`src/rtl/dwell_counter.sv`:
```
// dwell_counter: up/down counter with programmable top, terminal dwell and synchronous load
module dwell_counter #(
    parameter int WIDTH   = 8,
    parameter int DWELL_W = 4
) (
    input  logic               clk,
    input  logic               rst,
    input  logic               en,
    input  logic               mode_down,
    input  logic               load,
    input  logic [WIDTH-1:0]   load_val,
    input  logic [WIDTH-1:0]   top,
    input  logic [DWELL_W-1:0] dwell_cycles,
    output logic [WIDTH-1:0]   count,
    output logic               tc,
    output logic               dwelling,
    output logic [DWELL_W-1:0] dwell_left
);
    localparam logic [0:0] COUNT = 1'b0;
    localparam logic [0:0] DWELL = 1'b1;
    logic [0:0]       state;
    logic             term;
    logic [WIDTH-1:0] clamp, wrap;
    always_comb begin
        term  = mode_down ? (count == '0) : (count >= top);
        clamp = (load_val > top) ? top : load_val;
        wrap  = mode_down ? top : '0;
    end
    assign dwelling = state == DWELL;
    always_ff @(posedge clk) begin
        if (!rst) begin
            count      <= '0;
            tc         <= 1'b0;
            dwell_left <= '0;
            state      <= COUNT;
        end else if (load) begin
            count      <= clamp;
            tc         <= 1'b0;
            dwell_left <= '0;
            state      <= COUNT;
        end else if (state == DWELL) begin
            tc <= 1'b0;
            if (dwell_left == DWELL_W'(1)) begin
                count      <= wrap;
                dwell_left <= '0;
                state      <= COUNT;
            end else begin
                dwell_left <= dwell_left - DWELL_W'(1);
            end
        end else if (en) begin
            tc <= term;
            if (!term)
                count <= mode_down ? count - WIDTH'(1) : count + WIDTH'(1);
            else if (dwell_cycles == '0)
                count <= wrap;
            else begin
                dwell_left <= dwell_cycles;
                state      <= DWELL;
            end
        end else begin
            tc <= 1'b0;
        end
    end
endmodule

```
`config.mk`:
```
export PLATFORM = sky130hd
export DESIGN_NAME = dwell_counter
export DESIGN_NICKNAME = d
export VERILOG_FILES = /design/src/rtl/dwell_counter.sv
export SDC_FILE = /design/constraint.sdc
export NUM_CORES = 1
export LEC_CHECK = 0
export CORE_MARGIN = 2
export CORE_UTILIZATION = 54
export CTS_CLUSTER_DIAMETER = 30
export CTS_CLUSTER_SIZE = 24
export DETAILED_ROUTE_END_ITERATION = 10
export GPL_ROUTABILITY_DRIVEN = 0
export GPL_TIMING_DRIVEN = 1
export PLACE_DENSITY = 0.86
export SLEW_MARGIN = 20
export SYNTH_ARGS = -nofsm -noshare
export SYNTH_HDL_FRONTEND = slang
export SYNTH_SLANG_ARGS = --single-unit
export TNS_END_PERCENT = 5
```
`constraint.sdc`:
```
create_clock -name clk -period 6.2 [get_ports clk]
set_clock_uncertainty 0.1 [all_clocks]
set_input_delay 0.62 -clock clk [delete_from_list [all_inputs] [get_ports clk]]
set_output_delay 0.62 -clock clk [all_outputs]
set_load 0.03 [all_outputs]
```
After elaboration in Yosys (flattened, before gate mapping)

Index checks and enable logic that the tools add are counted.

Bits in registers: 14
Word-level logic and storage cells: 44

Reduce and logical (&&, ||, !) cells: 9
Order comparisons: 2
$add $sub $neg: 3
Muxes and demuxes: 20
Eq/ne operators: 4
Bitwise logic cells: 2

Operators by type and width:

| operator                                                            | count |
|---|---|
| 8-bit two-way mux                                                   | 9 |
| 4-bit two-way mux                                                   | 5 |
| 8-bit by 1-bit adder with 8-bit output (second input constant)      | 1 |
| 8-bit greater-or-equal comparator                                   | 1 |
| 8-bit > comparator                                                  | 1 |
| 8-bit logical NOT                                                   | 1 |
| 8-bit by 1-bit subtractor with 8-bit output (second input constant) | 1 |
| 1-bit two-way mux                                                   | 6 |
| 3-bit AND reduction                                                 | 2 |
| 4-bit by 1-bit == test with 1-bit output (second input constant)    | 1 |
| 4-bit logical NOT                                                   | 1 |
| 4-bit by 3-bit != test with 1-bit output (second input constant)    | 1 |
| 2-bit nonzero test                                                  | 2 |
| 4-bit OR reduction                                                  | 1 |
| 4-bit by 1-bit subtractor with 4-bit output (second input constant) | 1 |
| 3-bit by 2-bit != test with 1-bit output (second input constant)    | 1 |
| 3-bit nonzero test                                                  | 1 |
| 2-bit != test (second input constant)                               | 1 |
| 1-bit NOT                                                           | 2 |
| 2-bit OR reduction                                                  | 1 |

Logic depth before layout (Yosys ltp)

Word-level depth: 6
Gate-level depth with buffers: 10

Least setup slack after synthesis

No wires, ideal clock.

Path type: reg2reg
Start point: register count[0]
End point: register count[4]
Setup slack: 3.649 ns
Required time: 6.027 ns
Cell stages (with the launch flop): 10
Arrival time: 2.378 ns
Clock period less this slack: 2.551 ns
Setup time: 0.073 ns
Cells stage by stage: dfxtp_1 inv_1 ha_1 nor3b_1 o21ai_1 a2111oi_4 o21ai_2 nand2b_4 a22o_1 o22ai_2

Longest elaborated chain between the ends: 6
Elaborated cells between the ends (all ways): 12
Classes of those cells: add/sub (2); order compare (1); eq/ne (1); mux (6); reduce/logical (2)

RTL lines:

| item                                                           | line   | text |
|---|---|---|
| start, declared                                                | 14     | `output logic [WIDTH-1:0] count,` |
| start signal, assigned                                         | 37     | `count <= clamp;` |
| start signal, assigned                                         | 44     | `count <= wrap;` |
| start signal, assigned                                         | 53     | `count <= mode_down ? count - WIDTH'(1) : count + WIDTH'(1);` |
| 8-bit by 1-bit adder with 8-bit output (tied with other cells) | 53     |  |
| 8-bit two-way mux / 1-bit two-way mux (equally long branches)  | 53, 25 |  |
| 8-bit two-way mux                                              | 52     | `if (!term)` |
| 8-bit two-way mux                                              | 50     | `end else if (en) begin` |
| 8-bit two-way mux                                              | 41     | `end else if (state == DWELL) begin` |
| 8-bit two-way mux                                              | 36     | `end else if (load) begin` |

Several ways; a longest one is shown, not always the timed one. The select of a mux whose other input is x is not followed.
A chain may end at the register's enable or synchronous reset.

Worst setup path in the final report

Start point: input top[3]
End point: register count[7]

Longest elaborated chain between the ends: 6
Elaborated cells between the ends (all ways): 10
Classes of those cells: order compare (2); eq/ne (1); mux (6); reduce/logical (1)

RTL lines:

| item                              | line | text |
|---|---|---|
| start, declared                   | 12   | `input logic [WIDTH-1:0] top,` |
| 8-bit greater-or-equal comparator | 25   | `term = mode_down ? (count == '0) : (count >= top);` |
| 1-bit two-way mux                 | 25   |  |
| 8-bit two-way mux                 | 52   |  |
| 8-bit two-way mux                 | 50   |  |
| 8-bit two-way mux                 | 41   |  |
| 8-bit two-way mux                 | 36   |  |

Several ways; a longest one is shown, not always the timed one. The select of a mux whose other input is x is not followed.

==> metrics.cfg <==
[synth]
avgSynthCellArea_sq_um = 8.37
synth.distinct_cells = 54
ys_ff_latch = 14
syn_inst = 191
synth_nets = 241
synth_edf_count = 0
ys_seq_area_share_pct = 17.5
synth_area_leaders = ha_1 (19%), dfxtp_1 (18%), a21oi_1 (6.3%)
yosysMostFrequentCell = ha_1
ys_top_cells_by_count = ha_1 (24), a21oi_1 (20), inv_1 (18)
synth_ff_type = dfxtp_1
yosysWarnings = 0
synthArstFlopShare_pct = 0
yosys.area.top_type_share_pct = 18.8
yosysTopAreaCell = ha_1
syn_area_sq_mm = 0.00160

[clock_tree]
clkSinkCount = 14
postCtsSetupRepairBufs = 0
worstSkewPairLatency_ps = 280
hold_buffers = 0
cts_max_path_buffers = 2
ctsRootBufferMaster = clkbuf_4
numCtsBuffers = 3
clkSlewWorstSetupHoldPaths_ps = 90
ctsResizeCount = 0
cts_tree = built
htreeDepth = 1

[timing]
min_period_over_period_pct = 53.3
whs_ps = 424
layout_setup_ws_ps = 2900
rsz0062_at_grt = no
hold_violations = 0
tightest_slew_ps = 755
setup_violations = 0
relSlewSlack_pct = 49.3
fin_crit_ps = 3300
final.setup.tns_ps = 0
timing.final.max_slew_violations = 0
fmax_ghz = 0.303

[layout]
area_growth_pct = 26.9
fin_area_sq_mm = 0.00203
nFillCells = 221
drive_gt1_share_pct = 10.5
n_antenna_cell = 0
final_nets = 279

[run]
drv_cap = 0

[global_routing]
grt_overflow = 0
grt_max_degree = 17
grt_pass1_vias = 1527
antenna_found_initial = 0
grt_use_total_pct = 26.4
grt_first_pass_wirelength_um = 7160

[worst_setup_path]
arrival_ps = 3420
path_class = input port to flop
cp_max_fo = 11
start_kind = input port
critPathCaptureType = flop
worstPathRequired_ps = 6320

[die]
core_area_sq_mm = 0.00278
die_h_um = 58.4
io_pins = 39
die_area_sq_mm = 0.00341
fp.dieW_um = 58.4
row_count = 19
start_util_pct = 57.5

[detailed_routing]
routed_wl_um = 4190
route.detailed.wl_per_inst_um = 16.2
vias = 1600
drc = 0
ant_nets = 0
drt_first_pass_iters = 4
drt-initial-drc-count = 104
vias_per_cell = 6.18

[run_status]
status = completed

[placement]
pre_cts_ws_ps = 2640
placed_area_sq_mm = 0.00199
io_buffers = 38
hpwlAfterDp_um = 3420

[power]
power_density_mw_per_mm2 = 193
vdd_ir_drop_max_uv = 181
leakage_nw = 0.838

[min_path]
hold_class = flop to flop

[path summary, 6_finish.rpt]
check,depth (start not counted),from,slack (ps),end
hold reg to reg,2,dwell_left[3],420,dwell_left[3]
hold / removal,2,dwell_left[3],420,dwell_left[3]
setup / recovery,10,top[3],2900,count[7]
setup reg to reg,9,count[0],3230,count[7]
[power breakdown]
part           switching, W  leakage [nW]  total [W]  internal [W]
clock network     0.0000306        0.0210  0.0000664     0.0000357
logic              0.000112         0.702   0.000210     0.0000978
registers         0.0000165         0.115   0.000116     0.0000990
[area by class of cell]
| cell class | count | area [sq um] | area share (%) |
|---|---|---|---|
| sequential | 14 | 280 | 13.8 |
| inverter | 18 | 67.6 | 3.33 |
| tap | 31 | 38.8 | 1.91 |
| multi-input combinational | 154 | 1230 | 60.4 |
| clock buffer | 4 | 36.3 | 1.79 |
| timing repair buffer | 38 | 380 | 18.7 |
[placed cells by master (no fill, tap or decap), drive strengths merged, types with 2 or more instances in the layout]
cell type / synthesis / routed
xor2: 3 / 3
ha: 24 / 24
a21o: 3 / 3
a21oi: 21 / 21
nand3: 3 / 3
nor2: 7 / 7
clkdlybuf4s50: 0 / 38
o21ai: 15 / 15
nor2b: 3 / 3
inv: 18 / 18
o2111ai: 4 / 4
nor3: 6 / 6
o21a: 3 / 3
a211oi: 5 / 5
nand2b: 3 / 3
clkbuf: 2 / 4
o211ai: 3 / 3
nand2: 14 / 14
xnor2: 3 / 3
dfxtp: 14 / 14
a211o: 2 / 2
mux2: 6 / 6
nor4: 4 / 4
[registers in the layout (all words and copies together) (netlist names)]
| name | flops |
|---|---|
| count | 8 |
| dwell_left | 4 |
| dwelling | 1 |
| tc | 1 |
[layer usage]
layer | global-route usage [%] | wire [um] | up-vias
met5 | 0 | 0 | -
met4 | 5.98 | 22 | 0
li1 | - | - | 796
met2 | 42.4 | 1970 | 65
met3 | 3.52 | 256 | 2
met1 | 37.6 | 1930 | 737
[worst max-delay path, stage by stage]
cell,delay (ps)
clkdlybuf4s50_1,500
inv_1,70
ha_1,320
a211oi_2,170
o21ai_1,140
a2111oi_4,520
nor3_2,100
o21ai_1,620
o211ai_1,180
a21boi_1,180
[per-stage QoR]
step | cells | util [%] | power [W]
CTS | 259 | 73.0 | 0.000390
detailed placement | 255 | 71.7 | 0.000324
floorplan | 191 | - | 0.000259
finish | 259 | 73.0 | 0.000392
global placement | 255 | 71.7 | 0.000317
global route | 259 | 73.0 | 0.000418
[cell families (layout without fill, tap and decap cells)]
kind of cell,Yosys count,after routing,synth area share (%)
buffers and inverters,23,60,5.79
muxes,7,7,4.85
adders and majority gates,25,25,20.0
AOI/OAI and AO/OA,71,71,33.2
DFF,14,14,17.5
xor gates and xnor gates,6,6,3.29
and+or+nand+nor,45,45,15.3
(Power assumes the default switching activity.)
